### src/rtl/vend_ctrl_param.sv
// ---------------------------------------------------------------------------
// vend_ctrl_param
//   Parametrised vending controller. Accepts nickel/dime/quarter coins,
//   accumulates credit, vends one of NUM_PROD products at per-product prices
//   and pays change back as a sequence of one-cycle coin pulses.
//
// Ports
//   clk         clock
//   clr         asynchronous active-high reset
//   coin_in     [2:0] coin levels (bit0 N, bit1 D, bit2 Q); a rising edge inserts
//   sel         [NUM_PROD-1:0] one-hot product select (level)
//   cancel      refund request (level)
//   credit      [CREDIT_W-1:0] registered current credit
//   price_disp  [CREDIT_W-1:0] registered price of the selected product, 0 if
//               sel is not one-hot
//   vend_led    [NUM_PROD-1:0] one-hot product being vended
//   coin_out    [2:0] one-cycle change pulses, same bit map as coin_in
//   busy        high while vending or paying change
//   reject      one-cycle pulse when a coin is refused
// ---------------------------------------------------------------------------
module vend_ctrl_param #(
    parameter int                            NUM_PROD   = 4,
    parameter int                            CREDIT_W   = 8,
    parameter logic [NUM_PROD*CREDIT_W-1:0]  PRICES     = {8'd30, 8'd25, 8'd20, 8'd15},
    parameter int                            MAX_CREDIT = 95,
    parameter int                            VAL_N      = 5,
    parameter int                            VAL_D      = 10,
    parameter int                            VAL_Q      = 25,
    parameter int                            VEND_CYC   = 4
) (
    input  logic                clk,
    input  logic                clr,
    input  logic [2:0]          coin_in,
    input  logic [NUM_PROD-1:0] sel,
    input  logic                cancel,
    output logic [CREDIT_W-1:0] credit,
    output logic [CREDIT_W-1:0] price_disp,
    output logic [NUM_PROD-1:0] vend_led,
    output logic [2:0]          coin_out,
    output logic                busy,
    output logic                reject
);

    typedef enum logic [1:0] {
        COLLECT = 2'd0,
        VEND    = 2'd1,
        CHANGE  = 2'd2
    } state_t;

    localparam int CNT_W = (VEND_CYC > 1) ? $clog2(VEND_CYC) : 1;
    localparam logic [CNT_W-1:0] CNT_LAST = CNT_W'(VEND_CYC - 1);

    // Wide forms for the overflow-free add-and-compare, narrow forms for change.
    localparam logic [CREDIT_W:0]   MAX_X = (CREDIT_W+1)'(MAX_CREDIT);
    localparam logic [CREDIT_W:0]   VN_X  = (CREDIT_W+1)'(VAL_N);
    localparam logic [CREDIT_W:0]   VD_X  = (CREDIT_W+1)'(VAL_D);
    localparam logic [CREDIT_W:0]   VQ_X  = (CREDIT_W+1)'(VAL_Q);
    localparam logic [CREDIT_W-1:0] VN_C  = CREDIT_W'(VAL_N);
    localparam logic [CREDIT_W-1:0] VD_C  = CREDIT_W'(VAL_D);
    localparam logic [CREDIT_W-1:0] VQ_C  = CREDIT_W'(VAL_Q);

    state_t              state, state_nxt;
    logic [2:0]          coin_prev;
    logic [CNT_W-1:0]    cnt, cnt_nxt;
    logic [CREDIT_W-1:0] credit_nxt, price_nxt, sel_price;
    logic [NUM_PROD-1:0] vend_led_nxt;
    logic [2:0]          coin_out_nxt, coin_rise;
    logic                reject_nxt, sel_ok, coin_event, coin_multi;
    logic [CREDIT_W:0]   coin_val, credit_sum;

    assign busy = (state != COLLECT);

    // Price lookup and coin decode.
    // NOTE: every variable assigned in an always_comb gets a default at the top;
    // a path that leaves one unassigned would infer a latch.
    always_comb begin
        sel_price = '0;
        for (int i = 0; i < NUM_PROD; i++) begin
            if (sel[i]) sel_price = PRICES[i*CREDIT_W +: CREDIT_W];
        end
        sel_ok     = $onehot(sel);
        coin_rise  = coin_in & ~coin_prev;
        coin_event = |coin_rise;
        coin_multi = coin_event && !$onehot(coin_rise);
        coin_val   = '0;
        case (coin_rise)
            3'b001:  coin_val = VN_X;
            3'b010:  coin_val = VD_X;
            3'b100:  coin_val = VQ_X;
            default: coin_val = '0;
        endcase
        credit_sum = {1'b0, credit} + coin_val;
    end

    // Next-state and next-output logic.
    always_comb begin
        state_nxt    = state;
        credit_nxt   = credit;
        vend_led_nxt = vend_led;
        cnt_nxt      = cnt;
        coin_out_nxt = '0;
        reject_nxt   = 1'b0;
        price_nxt    = sel_ok ? sel_price : '0;

        case (state)
            COLLECT: begin
                if (cancel && credit != '0) begin
                    state_nxt  = CHANGE;
                    reject_nxt = coin_event;
                end else if (sel_ok && credit >= sel_price) begin
                    credit_nxt   = credit - sel_price;
                    vend_led_nxt = sel;
                    cnt_nxt      = '0;
                    state_nxt    = VEND;
                    reject_nxt   = coin_event;
                end else if (coin_event) begin
                    if (coin_multi || credit_sum > MAX_X) begin
                        reject_nxt = 1'b1;
                    end else begin
                        credit_nxt = credit_sum[CREDIT_W-1:0];
                    end
                end
            end

            VEND: begin
                reject_nxt = coin_event;
                if (cnt == CNT_LAST) begin
                    vend_led_nxt = '0;
                    state_nxt    = (credit != '0) ? CHANGE : COLLECT;
                end else begin
                    cnt_nxt = cnt + 1'b1;
                end
            end

            CHANGE: begin
                reject_nxt = coin_event;
                if (credit >= VQ_C) begin
                    coin_out_nxt = 3'b100;
                    credit_nxt   = credit - VQ_C;
                end else if (credit >= VD_C) begin
                    coin_out_nxt = 3'b010;
                    credit_nxt   = credit - VD_C;
                end else if (credit >= VN_C) begin
                    coin_out_nxt = 3'b001;
                    credit_nxt   = credit - VN_C;
                end else begin
                    // Nothing left that a coin can pay out.
                    state_nxt = COLLECT;
                end
            end

            default: state_nxt = COLLECT;
        endcase
    end

    // NOTE: state registers use non-blocking assignments so every flop samples
    // the pre-edge values regardless of statement order.
    always_ff @(posedge clk or posedge clr) begin
        if (clr) begin
            state      <= COLLECT;
            credit     <= '0;
            price_disp <= '0;
            vend_led   <= '0;
            coin_out   <= '0;
            reject     <= 1'b0;
            cnt        <= '0;
            // All ones: a coin already high when reset releases is not an edge.
            coin_prev  <= 3'b111;
        end else begin
            state      <= state_nxt;
            credit     <= credit_nxt;
            price_disp <= price_nxt;
            vend_led   <= vend_led_nxt;
            coin_out   <= coin_out_nxt;
            reject     <= reject_nxt;
            cnt        <= cnt_nxt;
            coin_prev  <= coin_in;
        end
    end

endmodule

### config.mk
export PLATFORM = sky130hd
export DESIGN_NAME = vend_ctrl_param
export DESIGN_NICKNAME = d
export VERILOG_FILES = /design/src/rtl/vend_ctrl_param.sv
export SDC_FILE = /design/constraint.sdc
export NUM_CORES = 1
export LEC_CHECK = 0
export CELL_PAD_IN_SITES_DETAIL_PLACEMENT = 1
export CELL_PAD_IN_SITES_GLOBAL_PLACEMENT = 2
export CORE_MARGIN = 3
export CORE_UTILIZATION = 36
export CTS_CLUSTER_DIAMETER = 50
export CTS_CLUSTER_SIZE = 28
export DETAILED_ROUTE_END_ITERATION = 10
export PLACE_DENSITY = 0.88
export SKIP_LAST_GASP = 1
export SLEW_MARGIN = 20
export SYNTH_ARGS = -nofsm -noshare
export SYNTH_HDL_FRONTEND = slang
export SYNTH_SLANG_ARGS = --single-unit
### constraint.sdc
create_clock -name clk -period 5.4 [get_ports clk]
set_clock_uncertainty 0.2 [all_clocks]
set_input_delay 1.08 -clock clk [delete_from_list [all_inputs] [get_ports clk]]
set_output_delay 1.08 -clock clk [all_outputs]
set_load 0.01 [all_outputs]
==> flow_metrics.py <==
metrics = {
    "status": {
        "status": "complete, no violations",
    },
    "die": {
        "ios": 35,
        "die_w_um": 89.25,
        "rows": 29,
        "fp.coreArea_mm2": 0.006531,
        "die_h_um": 89.25,
        "die_area_mm2": 0.007966,
        "start_util": 0.3820,
    },
    "cts": {
        "clock_latency_ns": 0.29,
        "cts.path.max_buffers": 2,
        "htree_levels": 1,
        "clock_sinks": 28,
        "cts_root_buf": "clkbuf_8",
        "postCtsHoldBufs": 0,
        "cts_tree": "yes",
        "clkTransAtPathRegs_ns": 0.10,
        "cts_buffers": 3,
        "cts_resized": 0,
        "post-cts-setup-buffers": 0,
    },
    "yosys": {
        "yosys_warnings": 0,
        "seq_area_frac_synth": 0.2823,
        "netlist_instances": 289,
        "synth_edf_count": 0,
        "synthArstFlopShare": 1.000,
        "ys_ff_latch": 28,
        "syn_avg_cell_area_um2": 8.633,
        "synth_cell_types": 61,
        "synthesis.area_mm2": 0.002495,
        "synthFlopType": "dfrtp_1",
    },
    "grt": {
        "grt_overflow": 0,
        "grt_pass1_wl_um": 11810,
        "use_met1": 0.2468,
        "grt_pass1_vias": 2415,
        "grt_use_met3": 0.02765,
        "grtUsageMet2": 0.3362,
        "grt_max_degree": 29,
        "grt_use_total": 0.1913,
        "antenna_found_initial": 0,
        "top_usage_layer": "met2",
    },
    "route": {
        "first_iter_violations": 144,
        "wl_per_cell_um": 17.93,
        "drt_pre_antenna_iters": 4,
        "vias_per_cell": 5.739,
        "routed-via-count": 2267,
        "drc": 0,
        "antenna_left": 0,
        "wl_um": 7081,
    },
    "worst_hold_path": {
        "hold_end": "vend_led[1]$_DFFE_PP0P_",
        "hold_path.class": "register to register",
        "hold_depth": 1,
        "hold_path_startpoint": "vend_led[1]$_DFFE_PP0P_",
    },
    "timing": {
        "layout_min_cycle_time_ns": 4.976,
        "whs_ns": 0.3333,
        "finalMaxSlewViolations": 0,
        "worstMarginPinSlew_ns": 0.9500,
        "hold_viol": 0,
        "timing.final.ws_setup_ns": 0.4239,
        "fmax_ghz": 0.2010,
        "rsz0062_at_grt": "no",
        "relSlewSlack": 0.3614,
        "setup_viol": 0,
        "finalSetupTns_ns": 0,
        "period_share": 0.9215,
    },
    "job": {
        "cap_viol_max_count": 0,
    },
    "setup_path": {
        "worst-r2r-setup-slack_ns": 1.32,
        "crit_fanout": 10,
        "endpoint_kind": "register",
        "cp_data_required_time_ns": 5.38,
        "critPathLaunchType": "primary input",
        "arrival_ns": 4.96,
        "r2r_end": "credit[4]$_DFFE_PP0P_",
        "r2r_start": "coin_prev[0]$_DFF_PP1_",
        "reg2reg_depth": 12,
        "crit_type": "primary input to register",
    },
    "cells_and_area": {
        "diodes": 0,
        "final_area_mm2": 0.002914,
        "nNetsFinal": 359,
        "layout-drive-gt1-share": 0.06289,
        "syn_to_final_growth_pct": 16.80,
    },
    "power": {
        "leakagePower_nw": 1.272,
        "ir_drop_uv": 237.3,
        "finalPower_mw": 1.573,
        "p_per_area_mw_per_mm2": 539.6,
    },
    "placement": {
        "dpl_worst_slack_ns": 0.1334,
        "gp_congestion": 0.8422,
        "place_area_mm2": 0.002859,
        "io_buffers": 31,
        "dp_hpwl_um": 5552,
    },
}
==> how the worst max path moves through the flow <==
stage / cells after the start / from / slack [ns] / end
floorplan: 13 / coin_in[1] / 1.02 / credit[4]$_DFFE_PP0P_
global placement: 13 / coin_in[2] / 0.28 / credit[4]$_DFFE_PP0P_
detailed placement: 13 / coin_in[2] / 0.13 / credit[4]$_DFFE_PP0P_
CTS: 13 / coin_in[2] / 0.46 / credit[4]$_DFFE_PP0P_
global route: 13 / coin_in[2] / 0.14 / credit[4]$_DFFE_PP0P_
finish: 13 / coin_in[2] / 0.42 / credit[4]$_DFFE_PP0P_
==> layer usage <==
| metal | up-vias | part of all wire |
|---|---|---|
| li1 | 1104 | - |
| met1 | 1112 | 0.46 |
| met2 | 46 | 0.49 |
| met3 | 5 | 0.034 |
| met4 | 0 | 0.0062 |
| met5 | - | 0 |
==> layout make-up <==
class                   instances  area, um2
multi-input cells             226       1624
repair buffers                 35      340.3
clock buffers                   4      55.05
inverters                      25      93.84
well taps                      77      96.34
fillers                       770       3617
flip-flops and latches         28      704.4
==> placed cells by master, fill, tap and decap left out, drive strengths merged, types with 4 or more instances in the layout <==
cell type,synthesis,routed
xor2,4,4
nand2b,8,8
nand3,6,6
o21ai,15,15
inv,25,25
o31ai,4,4
mux2i,4,4
xnor2,5,5
buf,8,4
a211oi,8,8
o2bb2ai,5,5
a21oi,22,22
clkdlybuf4s50,0,31
nor3,11,11
nand2,15,15
clkbuf,4,4
dfrtp,25,25
o21a,4,4
nor2,31,31
ha,27,27
==> critical path, cell delays in order <==
cell and delay [ns]:
clkdlybuf4s50_1 0.47, nor2b_1 0.28, nor3_1 0.13, or2_2 0.29, ha_1 0.23, fa_1 0.44, a211oi_1 0.36, nor2_1 0.13
nor4b_1 0.36, a311oi_1 0.10, o311a_1 0.53, or2_4 0.34, o22a_1 0.22
==> synth_stat cells, drive strengths merged, types with 4 or more instances <==
cell type	n	area (um2)
nor2	31	116.4
inv	25	93.84
nand3	6	30.03
ha	27	337.8
o21a	4	30.03
xor2	4	35.03
a21oi	22	110.1
xnor2	5	43.79
nand2	15	58.81
nand2b	8	50.05
clkbuf	4	15.01
nor3	11	55.05
a211oi	8	65.06
mux2i	4	40.04
o2bb2ai	5	43.79
buf	8	65.05
o31ai	4	43.79
o21ai	15	75.07
dfrtp	25	625.6
==> power breakdown <==
part | leakage [nW] | switching (mW) | total [mW] | internal (mW)
sequential | 0.333 | 0.126 | 0.403 | 0.277
clock | 0.0288 | 0.0747 | 0.140 | 0.0656
combinational | 0.910 | 0.573 | 1.03 | 0.456
total | 1.27 | 0.774 | 1.57 | 0.798
==> per-stage QoR <==
| step | std cells | utilization |
|---|---|---|
| floorplan | 291 | - |
| global placement | 391 | 0.4377 |
| detailed placement | 391 | 0.4377 |
| CTS | 395 | 0.4462 |
| global route | 395 | 0.4462 |
| finish | 395 | 0.4462 |
==> sequential cells by signal (all words and copies together), names as in the netlist <==
name        count
credit          8
price_disp      5
vend_led        4
coin_out        3
coin_prev       3
cnt             2
state           2
reject          1
==> logic make-up after synthesis <==
group,Yosys count,share of synthesized area
and+or+nand+nor,90,0.1866
adders and majority gates,30,0.1595
DFF,28,0.2823
xor gates and xnor gates,9,0.03159
AOI/OAI and AO/OA,90,0.2528
muxes,4,0.01605
buffers and inverters,37,0.06970
other,1,0.001503
Note: power is estimated with default switching activity, not from simulation.
==> patch 1 (same flow settings) <==
Change the parameter `NUM_PROD` from 4 to 5.
--- a/src/rtl/vend_ctrl_param.sv
+++ b/src/rtl/vend_ctrl_param.sv
@@ -21,3 +21,3 @@
 module vend_ctrl_param #(
-    parameter int                            NUM_PROD   = 4,
+    parameter int                            NUM_PROD   = 5,
     parameter int                            CREDIT_W   = 8,
Interface: changed (resized sel and vend_led); port bits go from 35 to 37. No check against the original RTL was run, so the function may have changed too.
==> patch 1 against the original RTL <==
Total power is 34% higher. Cell area is 14% higher. Global-route usage is 0.66 points lower. Largest cell class unchanged. Critical path type unchanged. Wire length is 12% higher. Critical endpoint is now credit[3]. Setup slack better by 450 ps. Area after synthesis is 13% higher. Worst hold slack worse by 50 ps. Sequential cell count is 1 higher.
==> patch 1: results (changes against the original RTL) <==
[layout]
top_regs=credit (8), price_disp (5), vend_led (5)  ; was credit (8), price_disp (5), vend_led (4)
nNetsFinal=399  ; was 359
drive_gt1_share_pct=13.1  ; was 6.29%

[placement]
dpl_cell_area_sq_um=3210  ; was 2860 sq um
numPortBuffers=33  ; was 31
dp_hpwl_microns=6160  ; was 5550 microns
place_congestion=0.829  ; was 0.842

[detailed_routing]
vias_per_cell=5.43  ; was 5.74
wl_per_cell_microns=17.3  ; was 17.9 microns

[power_and_ir_drop]
total_leakage_power_nw=1.42  ; was 1.27 nW
p_clk_w=0.000241  ; was 0.000140 W
power.share.combinational_pct=66.9  ; was 65.4%
ir_drop_uv=221  ; was 237 uV
netSwitchingFraction_pct=49.8  ; was 49.2%

[global_routing]
grt_pass1_vias=2549  ; was 2415
grt_max_degree=30  ; was 29
grt_pass1_wl_microns=12700  ; was 11800 microns

[cts]
clk_pin_slew_ps=70  ; was 100 ps
numCtsBuffers=5  ; was 3

[run_status]
status=finished, final reports clean  ; unchanged

[yosys]
synthAdderAreaFrac_pct=14.8  ; was 15.9%
netlist-cell-type-count=71  ; was 61
synth_flop_cell=dfrtp_1  ; unchanged
synthTopCellsByArea=dfrtp_1, ha_1, nor2_1, a21oi_1, nand2_1  ; was dfrtp_1, ha_1, nor2_1, a21oi_1, inv_1
muxShareOfSynthArea_pct=2.34  ; was 1.60%
synth_xor_area_share_pct=1.86  ; was 3.16%

[worst_setup_path]
crit_fanout=12  ; was 10
cp.arrival_ps=4510  ; was 4960 ps

patch 1: cell families (layout without fill, tap and decap cells):
logic type | count (synthesis) | count (layout)
other | 1 | 3
muxes | 6 | 6
and+or+nand+nor | 128 | 128
AOI/OAI and AO/OA | 92 | 92
buffers and inverters | 34 | 63
DFF | 29 | 29
xor gates and xnor gates | 6 | 6
adders and majority gates | 31 | 31
patch 1: per-layer routing:
layer / GRT usage, % / wire, microns
met4: 5.29 / 106
met3: 2.79 / 170
met5: 0 / 0
met1: 23.7 / 3750
met2: 32.0 / 3890
patch 1: worst max-delay path, stage by stage:
cell	delay (ps)
clkdlybuf4s50_1	520
inv_1	100
ha_1	220
nor2b_1	140
o21bai_1	230
inv_1	100
fa_1	420
nand2b_1	210
a211oi_4	360
o31a_1	480
nor3_1	150
o32a_1	300
o22a_1	190
patch 1: final timing paths:
path	from	to	slack (ps)	depth (start not counted)
max reg2reg	coin_prev[2]	credit[0]	1870	13
max in group asynchronous	clr	coin_prev[2]	3690	3
min reg2reg	vend_led[4]	vend_led[4]	280	1
min in group asynchronous	clr	coin_out[2]	980	3
min	vend_led[4]	vend_led[4]	280	1
max	sel[1]	credit[3]	880	13
patch 1: stage by stage:
stage | std cells | total power [W]
after floorplan | 329 | 0.00147
after global placement | 449 | 0.00183
after detailed placement | 449 | 0.00186
after CTS | 457 | 0.00212
after global routing | 457 | 0.00229
final | 457 | 0.00210
patch 1: cell type report:
class                   count  area (sq um)
clock inverters             1          30.0
inverters                  20          75.1
well taps                  99           124
repair buffers             35           345
multi-input cells         266          1940
fillers                   893          4120
flip-flops and latches     29           729
clock buffers               7          86.3
